$ cat src/rtl/uart_tx_arbiter_pkg.sv
// Shared definitions for the UART transmit arbiter.
//   arb_state_t : FSM encoding (IDLE=0, SEND=1, HOLD=2, DRAIN=3)
//   DEF_DATA_W  : default byte width
//   clog2()     : ceiling log2, also usable by the UART baud/divider logic
package uart_tx_arbiter_pkg;

    typedef enum logic [1:0] {
        ST_IDLE  = 2'd0,
        ST_SEND  = 2'd1,
        ST_HOLD  = 2'd2,
        ST_DRAIN = 2'd3
    } arb_state_t;

    localparam int DEF_DATA_W = 8;

    // Smallest r with 2**r >= value; written as a bounded loop so it
    // elaborates cleanly as a constant function.
    function automatic int clog2(input int value);
        int r;
        r = 0;
        for (int i = 0; i < 31; i++) begin
            if ((1 << i) < value) begin
                r = i + 1;
            end
        end
        return r;
    endfunction

endpackage

$ cat src/rtl/uart_tx_arbiter_rr_pick.sv
// Combinational round-robin priority picker.
//   req   : request vector, one bit per requester
//   ptr   : index with highest priority; search proceeds upward and wraps
//   found : at least one request bit is set
//   index : first set request at or after ptr
module uart_tx_arbiter_rr_pick
    import uart_tx_arbiter_pkg::*;
#(
    parameter int NUM_REQ = 4,
    parameter int ID_W    = clog2(NUM_REQ)
) (
    input  logic [NUM_REQ-1:0] req,
    input  logic [ID_W-1:0]    ptr,
    output logic               found,
    output logic [ID_W-1:0]    index
);

    // base is always a legal requester index, so a single subtraction wraps.
    function automatic logic [ID_W-1:0] wrap(input logic [ID_W-1:0] base, input int offs);
        int s;
        s = int'(base) + offs;
        if (s >= NUM_REQ) begin
            s = s - NUM_REQ;
        end
        return ID_W'(s);
    endfunction

    // Scan from the farthest candidate back toward ptr so the nearest hit
    // is the last assignment and wins.
    always_comb begin
        found = 1'b0;
        index = '0;
        for (int k = NUM_REQ - 1; k >= 0; k--) begin
            if (req[wrap(ptr, k)]) begin
                found = 1'b1;
                index = wrap(ptr, k);
            end
        end
    end

endmodule

$ cat src/rtl/uart_tx_arbiter.sv
// Packet-atomic round-robin arbiter feeding one UART transmitter.
//   sys_clk, sys_rst_n : clock, asynchronous active-low reset
//   req_valid/req_data/req_last : per-requester byte stream inputs
//   req_ready    : one-hot accept strobe, owner only, while in SEND
//   tx_data/tx_start : registered byte and start pulse to the transmitter
//   tx_busy      : transmitter busy, high from the cycle after tx_start
//   grant_id/grant_active : current owner and grant-held flag
// A grant is held until the owner sends a byte flagged last or MAX_PKT
// bytes have gone out; the released requester then drops to lowest priority.
module uart_tx_arbiter
    import uart_tx_arbiter_pkg::*;
#(
    parameter int NUM_REQ = 4,
    parameter int DATA_W  = DEF_DATA_W,
    parameter int MAX_PKT = 16,
    localparam int ID_W   = clog2(NUM_REQ)
) (
    input  logic                      sys_clk,
    input  logic                      sys_rst_n,
    input  logic [NUM_REQ-1:0]        req_valid,
    input  logic [NUM_REQ*DATA_W-1:0] req_data,
    input  logic [NUM_REQ-1:0]        req_last,
    output logic [NUM_REQ-1:0]        req_ready,
    output logic [DATA_W-1:0]         tx_data,
    output logic                      tx_start,
    input  logic                      tx_busy,
    output logic [ID_W-1:0]           grant_id,
    output logic                      grant_active
);

    localparam logic [7:0] PKT_LIMIT = 8'(MAX_PKT);

    arb_state_t        state;
    logic [ID_W-1:0]   rr_ptr;
    logic [7:0]        byte_cnt;
    logic              last_q;

    logic              pick_found;
    logic [ID_W-1:0]   pick_idx;
    logic              sel_valid;
    logic              sel_last;
    logic [DATA_W-1:0] sel_data;
    logic              accept;
    logic [ID_W-1:0]   next_ptr;

    uart_tx_arbiter_rr_pick #(
        .NUM_REQ (NUM_REQ),
        .ID_W    (ID_W)
    ) u_pick (
        .req   (req_valid),
        .ptr   (rr_ptr),
        .found (pick_found),
        .index (pick_idx)
    );

    // Owner's byte stream; non-owners are never looked at.
    always_comb begin
        sel_valid = 1'b0;
        sel_last  = 1'b0;
        sel_data  = '0;
        for (int i = 0; i < NUM_REQ; i++) begin
            if (grant_id == ID_W'(i)) begin
                sel_valid = req_valid[i];
                sel_last  = req_last[i];
                sel_data  = req_data[i*DATA_W +: DATA_W];
            end
        end
    end

    assign accept   = (state == ST_SEND) && sel_valid && !tx_busy;
    assign next_ptr = (grant_id == ID_W'(NUM_REQ - 1)) ? '0 : grant_id + 1'b1;

    always_comb begin
        req_ready = '0;
        if (accept) begin
            req_ready[grant_id] = 1'b1;
        end
    end

    always_ff @(posedge sys_clk or negedge sys_rst_n) begin
        if (!sys_rst_n) begin
            state        <= ST_IDLE;
            rr_ptr       <= '0;
            byte_cnt     <= '0;
            last_q       <= 1'b0;
            grant_id     <= '0;
            grant_active <= 1'b0;
            tx_start     <= 1'b0;
            tx_data      <= '0;
        end else begin
            tx_start <= 1'b0;
            case (state)
                ST_IDLE: begin
                    if (pick_found) begin
                        grant_id     <= pick_idx;
                        grant_active <= 1'b1;
                        byte_cnt     <= '0;
                        state        <= ST_SEND;
                    end
                end
                // An owner with no byte ready keeps the grant and stalls here.
                ST_SEND: begin
                    if (accept) begin
                        tx_data  <= sel_data;
                        tx_start <= 1'b1;
                        last_q   <= sel_last;
                        byte_cnt <= byte_cnt + 8'd1;
                        state    <= ST_HOLD;
                    end
                end
                // tx_busy only rises the cycle after tx_start, so skip one
                // cycle before trusting it.
                ST_HOLD: begin
                    state <= ST_DRAIN;
                end
                ST_DRAIN: begin
                    if (!tx_busy) begin
                        if (last_q || (byte_cnt == PKT_LIMIT)) begin
                            rr_ptr       <= next_ptr;
                            grant_active <= 1'b0;
                            state        <= ST_IDLE;
                        end else begin
                            state <= ST_SEND;
                        end
                    end
                end
                default: state <= ST_IDLE;
            endcase
        end
    end

endmodule
$ cat config.mk
export PLATFORM = sky130hd
export DESIGN_NAME = uart_tx_arbiter
export DESIGN_NICKNAME = d
export VERILOG_FILES = /design/src/rtl/uart_tx_arbiter_pkg.sv /design/src/rtl/uart_tx_arbiter_rr_pick.sv /design/src/rtl/uart_tx_arbiter.sv
export SDC_FILE = /design/constraint.sdc
export NUM_CORES = 1
export LEC_CHECK = 0
export ABC_AREA = 1
export CORE_MARGIN = 2
export CORE_UTILIZATION = 30
export CTS_CLUSTER_SIZE = 25
export DETAILED_ROUTE_END_ITERATION = 8
export HOLD_SLACK_MARGIN = 0.06
export PLACE_DENSITY = 0.64
export SYNTH_ARGS = -nofsm -noshare
export SYNTH_HDL_FRONTEND = slang
export SYNTH_HIERARCHICAL = 1
export SYNTH_SLANG_ARGS = --single-unit
$ cat constraint.sdc
create_clock -name sys_clk -period 2 [get_ports sys_clk]
set_clock_uncertainty 0.1 [all_clocks]
set_input_delay 0.4 -clock sys_clk [delete_from_list [all_inputs] [get_ports sys_clk]]
set_output_delay 0.4 -clock sys_clk [all_outputs]
set_load 0.02 [all_outputs]
==> results of run 1 <==
metal layers:
metal | up-vias | share of wire | GRT usage
li1 | 1102 | - | -
met1 | 949 | 0.49 | 0.1993
met2 | 53 | 0.45 | 0.2560
met3 | 4 | 0.050 | 0.02275
met4 | 0 | 0.0069 | 0.03226
met5 | - | 0 | 0
cell families after synthesis:
logic type	Yosys count	share of synthesized area
buffers and inverters	44	0.09823
adder cells (fa/ha/maj)	9	0.05894
AO/OA/AOI/OAI	42	0.1284
XOR/XNOR	1	0.004585
flip-flops	25	0.3274
AND/OR/NAND/NOR	170	0.3824
power by group through the flow:
stage,Combinational [mW],Sequential (mW),Clock (mW)
2_1_floorplan,1.35,0.905,0
3_3_place_gp,2.37,0.788,0
3_5_place_dp,2.39,0.789,0
4_1_cts,2.53,0.791,0.315
5_1_grt,2.97,0.830,0.335
6_report,2.66,0.801,0.298
path summary, 6_finish.rpt:
kind,startpoint,endpoint,slack (ps),cells after the start
setup / recovery,grant_id[0],req_ready[3],-100,9
hold reg to reg,last_q,last_q,390,2
max in group asynchronous,sys_rst_n,grant_id[0],1140,2
hold / removal,sys_rst_n,state[1],390,2
min in group sys_clk,last_q,last_q,390,2
setup reg to reg,grant_id[0],byte_cnt[7],70,11
cell usage in the layout, fill, tap and decap left out, types with 5 or more instances in the layout:
cell             count
nand2_1            116
clkdlybuf4s50_1     54
buf_4               39
inv_1               27
dfrtp_1             23
nand3_1             18
a21oi_1             13
nor2_1              12
o21ai_0             12
o211ai_1             9
inv_2                5
nand2_2              5
ha_1                 5
cell type report:
cell class	instances	area, um2
Clock buffer	3	41.29
Timing Repair Buffer	94	844.6
Clock inverter	1	5.005
Fill cell	629	3282
Inverter	36	146.4
Multi-Input combinational cell	222	1197
Sequential cell	25	628.1
Tap cell	77	96.34
what timing repair did:
action,CTS,global route
setup buffers,4,3
endpoints found under the setup margin,12,24
gates resized for setup,33,14
hold buffers,0,0
pin swaps,2,0
sequential cells by signal, summed over array words and instances, names as in the netlist:
| signal | cells |
|---|---|
| rr_ptr | 2 |
| last_q | 1 |
| tx_data | 8 |
| grant_active | 1 |
| tx_start | 1 |
| byte_cnt | 8 |
| grant_id | 2 |
| state | 2 |
worst max-delay path: cells and delay by family (launching register included):
family        cells  cell delay [ps]
simple gates      4              340
fa+ha+maj         1              220
flops             1              470
buf+inv           4              290
Yosys cell counts (2+ instances only):
master and n:
buf_6 2, a21oi_1 16, nand4_1 4, buf_2 4, nor2_1 17, nand2_4 3, inv_1 31, clkinv_2 2
nand2_2 3, ha_1 9, o21ai_0 12, nand3_1 19, o211ai_1 9, dfrtp_1 25, nand2_1 118, clkbuf_1 2
inv_2 3
==> flow_summary.json, run 1 <==
{
  "cp.required_ps": 1500,
  "synth_edf_count": 0,
  "crit_path_top_delay_cell": "dfrtp_2",
  "yosys_warnings": 6,
  "portBuffers": 58,
  "root_buffer": "clkbuf_8",
  "io_pins": 59,
  "synth_area_leaders": "dfrtp_1 33%, nand2_1 23%, inv_1 6.1%",
  "dieArea_um2": 7023,
  "clkPwrFrac": 0.079,
  "dpl.hpwl_um": 3968,
  "syn_area_um2": 1911,
  "synth_cells": 291,
  "synth_nets": 343,
  "violations": "setup timing",
  "critPathLaunchType": "register",
  "totalWireLength_um": 5254,
  "drtIter0Drc": 60,
  "final_cell_count_no_fill": 458,
  "cp_max_fo": 5,
  "grt_remaining_overflow": 0,
  "placed_cell_area_um2": 2764,
  "vias_per_cell": 4.603,
  "diodes": 0,
  "p_leak_nw": 1.499,
  "hold_violations": 0,
  "path_cells": "ha_2, inv_1, nor2_2, nor3_4, nand2_4, clkinv_4, nand2_2, inv_2, buf_6",
  "endpoint_kind": "output pin",
  "relSlewSlack": 0.7782,
  "drv_slew": 0,
  "drc": 0,
  "vias": 2108,
  "ys_seq_area_frac": 0.3274,
  "pwr-share-comb": 0.708,
  "status": "finished, violations left",
  "seqPwrFrac": 0.213,
  "grt_pass1_vias": 2061,
  "clk_path_buf_depth": 2,
  "peakVddDrop_uv": 609.0,
  "p_total_mw": 3.763,
  "antenna_found_initial": 0,
  "tightest_slew_ps": 332.7,
  "finalSetupViolations": 4,
  "hold_class": "in -> async",
  "insertion_delay_ps": 270,
  "yosys.area.top_type": "dfrtp_1",
  "critical_path_class": "reg -> out",
  "grt_setup_unrepaired": "true",
  "syn2layout_area_growth_pct": 54.88,
  "cts_sinks": 25,
  "timing.final.ws_setup_ps": -100.7,
  "p_sw_mw": 1.751,
  "async_reset_ff_frac": 1.000,
  "tritoncts": "yes",
  "final_cell_area_um2": 2959,
  "cp.arrival_ps": 1600,
  "place_inst": 447,
  "die_width_um": 83.81,
  "nets": 434,
  "routedWlPerCell_um": 11.47,
  "min_period_ps": 2101,
  "dr.pass1.iters": 5,
  "cts_htree_levels": 1,
  "pre_cts_slack_ps": -461.9,
  "fin_crit_sh": 1.050,
  "detail-route-antenna-nets": 0,
  "max_freq_mhz": 476.0,
  "grt.total_usage": 0.1493,
  "synthFlopType": "dfrtp_1",
  "grt_pass1_wl_um": 8970,
  "dieHeight_um": 83.81,
  "synth_area_per_cell_um2": 6.566,
  "intPower_mw": 2.012,
  "grt_max_degree": 26,
  "gp_routability_congestion": 0.8005,
  "switching_share": 0.4653,
  "cap_violations": 0,
  "critPathMaxStageDelay_ps": 470,
  "initial_core_util": 0.3061,
  "drive_gt1_frac": 0.2126,
  "synth_top_cell_area_share": 0.3274,
  "core_um2": 6241,
  "numCtsBuffers": 3,
  "synth_seq_cells": 25,
  "ys_types": 29,
  "final_util": 0.4741,
  "fin_tns_setup_ps": -350.2,
  "power.density_nw_per_um2": 1272,
  "rows": 29,
  "holdWs_ps": 388.0,
  "clk_pin_slew_worst_paths_ps": 90
}
Power figures use the tool's default switching activity.
==> inputs of run 2 (changes only) <==
--- a/config.mk
+++ b/config.mk
@@ -10,9 +10,9 @@
 export CORE_UTILIZATION = 30
 export CTS_CLUSTER_SIZE = 25
 export DETAILED_ROUTE_END_ITERATION = 8
-export HOLD_SLACK_MARGIN = 0.06
 export PLACE_DENSITY = 0.64
 export SYNTH_ARGS = -nofsm -noshare
 export SYNTH_HDL_FRONTEND = slang
 export SYNTH_HIERARCHICAL = 1
 export SYNTH_SLANG_ARGS = --single-unit
+export TNS_END_PERCENT = 50
==> flow_summary.json, run 2 (synthesis results as in run 1) <==
{
  "status": "finished, violations left",
  "violations": "setup timing",
  "finalSetupViolations": 6,
  "totalWireLength_um": 5343,
  "max_freq_mhz": 470.9,
  "initial_core_util": 0.3061,
  "critPathLaunchType": "register",
  "syn2layout_area_growth_pct": 56.58,
  "antenna_found_initial": 0,
  "final_cell_mix": "116 x nand2_1, 52 x clkdlybuf4s50_1, 43 x buf_4",
  "dpl.hpwl_um": 3958,
  "drc": 0,
  "cp-startpoint": "grant_id[1]",
  "diodes": 0,
  "cp.arrival_ps": 1620,
  "crit_path_top_delay_cell": "dfrtp_2",
  "critPathMaxStageDelay_ps": 470,
  "numCtsBuffers": 3,
  "p_total_mw": 3.824,
  "core_um2": 6241,
  "gp_routability_congestion": 0.8229,
  "path_cells": "inv_4, ha_4, inv_1, nand2_1, nand3_2, nand2_2, nand2_4, clkinv_4, nand2_2, inv_2, buf_6",
  "peakVddDrop_uv": 669.7,
  "io_pins": 59,
  "nFillCells": 605,
  "rows": 29,
  "grt_max_degree": 26,
  "crit_path_frequent_cell": "nand2_2",
  "cp.required_ps": 1500,
  "dr.pass1.iters": 4,
  "drv_slew": 0,
  "detail-route-antenna-nets": 0,
  "cts_htree_levels": 1,
  "tightest_slew_ps": 329.4,
  "vias": 2094,
  "die_width_um": 83.81,
  "nets": 438,
  "vias_per_cell": 4.532,
  "tritoncts": "yes",
  "p_leak_nw": 1.518,
  "cap_violations": 0,
  "grt_pass1_wl_um": 9315,
  "root_buffer": "clkbuf_8",
  "reg2reg_from": "grant_id[0]",
  "r2r_slack_ps": 50,
  "portBuffers": 58,
  "timing.final.ws_setup_ps": -123.4,
  "holdWs_ps": 381.1,
  "hold_class": "in -> async",
  "cts_sinks": 25,
  "grt_remaining_overflow": 0,
  "drive_gt1_frac": 0.2182,
  "fin_crit_sh": 1.062,
  "insertion_delay_ps": 270,
  "hold_violations": 0,
  "final_cell_area_um2": 2992,
  "endpoint_kind": "output pin",
  "final_util": 0.4794,
  "mostFrequentLayoutCell": "nand2_1",
  "cp_max_fo": 5,
  "r2r-end": "byte_cnt[1]",
  "routedWlPerCell_um": 11.56,
  "power.density_nw_per_um2": 1278,
  "drtIter0Drc": 56,
  "clk_path_buf_depth": 2,
  "dieHeight_um": 83.81,
  "grt.total_usage": 0.1563,
  "reg2reg_depth": 13,
  "relSlewSlack": 0.7804,
  "placed_cell_area_um2": 2771,
  "critical_path_class": "reg -> out",
  "clk_pin_slew_worst_paths_ps": 90,
  "min_period_ps": 2123,
  "grt_pass1_vias": 2103,
  "dieArea_um2": 7023,
  "reg_top3": "byte_cnt x8, tx_data x8",
  "grt_setup_unrepaired": "true"
}
==> run 2: cell types whose count changed in the layout (fill, tap and decap cells not counted), moves of 2 or more <==
cell | previous run | this run
a21oi_2 | 3 | 1
a21oi_1 | 13 | 15
buf_4 | 39 | 43
buf_6 | 1 | 3
clkdlybuf4s50_1 | 54 | 52
==> run 2: layout make-up <==
cell class	instances	area, um2	area share
clock buffers	3	41.29	0.01380
clock inverters	1	7.507	0.002509
repair buffers	98	877.1	0.2932
multi-input cells	222	1195	0.3994
flip-flops and latches	25	628.1	0.2100
well taps	77	96.34	0.03220
inverters	36	146.4	0.04893
==> run 2: what timing repair did <==
action                     4_1_cts  5_1_grt
setup buffers                    8        2
gates resized for setup         42        7
gates cloned                     0        0
pin swaps                        3        4
hold buffers                     0        0
setup endpoints to repair       12       25
==> run 2: worst max-delay path, delay by kind of cell, from the launching register on <==
| kind | cells | cell delay (ps) |
|---|---|---|
| AND/OR/NAND/NOR | 5 | 370 |
| buffers and inverters | 5 | 350 |
| flip-flops | 1 | 470 |
| adder cells (fa/ha/maj) | 1 | 160 |
==> run 2: per-layer routing <==
metal  up-vias  global-route usage  wire (um)
met2        56              0.2720       2480
met1       925              0.2064       2537
met3         4             0.02077        291
li1       1109                   -          -
met4         0             0.03519         34
met5         -                   0          0
==> run 2: worst max path at each step <==
stage                         endpoint  slack, ps
after floorplan           req_ready[0]        -40
after global placement    req_ready[3]       -460
after detailed placement  req_ready[3]       -470
after CTS                 req_ready[2]       -120
after global routing      req_ready[3]       -210
final                     req_ready[3]       -120
==> run 2: per-stage QoR <==
step	instances	TNS (ps)	setup slack, ps
finish	462	-502.6	-123.4
floorplan	291	-133.4	-37.67
CTS	460	-473.8	-124.4
global placement	448	-5511	-463.2
global route	462	-1761	-205.8
detailed placement	448	-5374	-471.7
==> run 2: report_power, final <==
part | switching, mW | internal (mW) | leakage [nW] | total, mW
clock | 0.172 | 0.141 | 0.0217 | 0.313
combinational | 1.46 | 1.23 | 1.18 | 2.69
sequential | 0.152 | 0.666 | 0.321 | 0.818
==> inputs of run 3 (changes only) <==
--- a/config.mk
+++ b/config.mk
@@ -10,6 +10,7 @@
 export CORE_UTILIZATION = 30
 export CTS_CLUSTER_SIZE = 25
 export DETAILED_ROUTE_END_ITERATION = 8
+export GPL_ROUTABILITY_DRIVEN = 0
 export PLACE_DENSITY = 0.64
 export SYNTH_ARGS = -nofsm -noshare
 export SYNTH_HDL_FRONTEND = slang
==> results of run 3 <==
No change in the layout: final DEF, timing and power equal those of run 2.
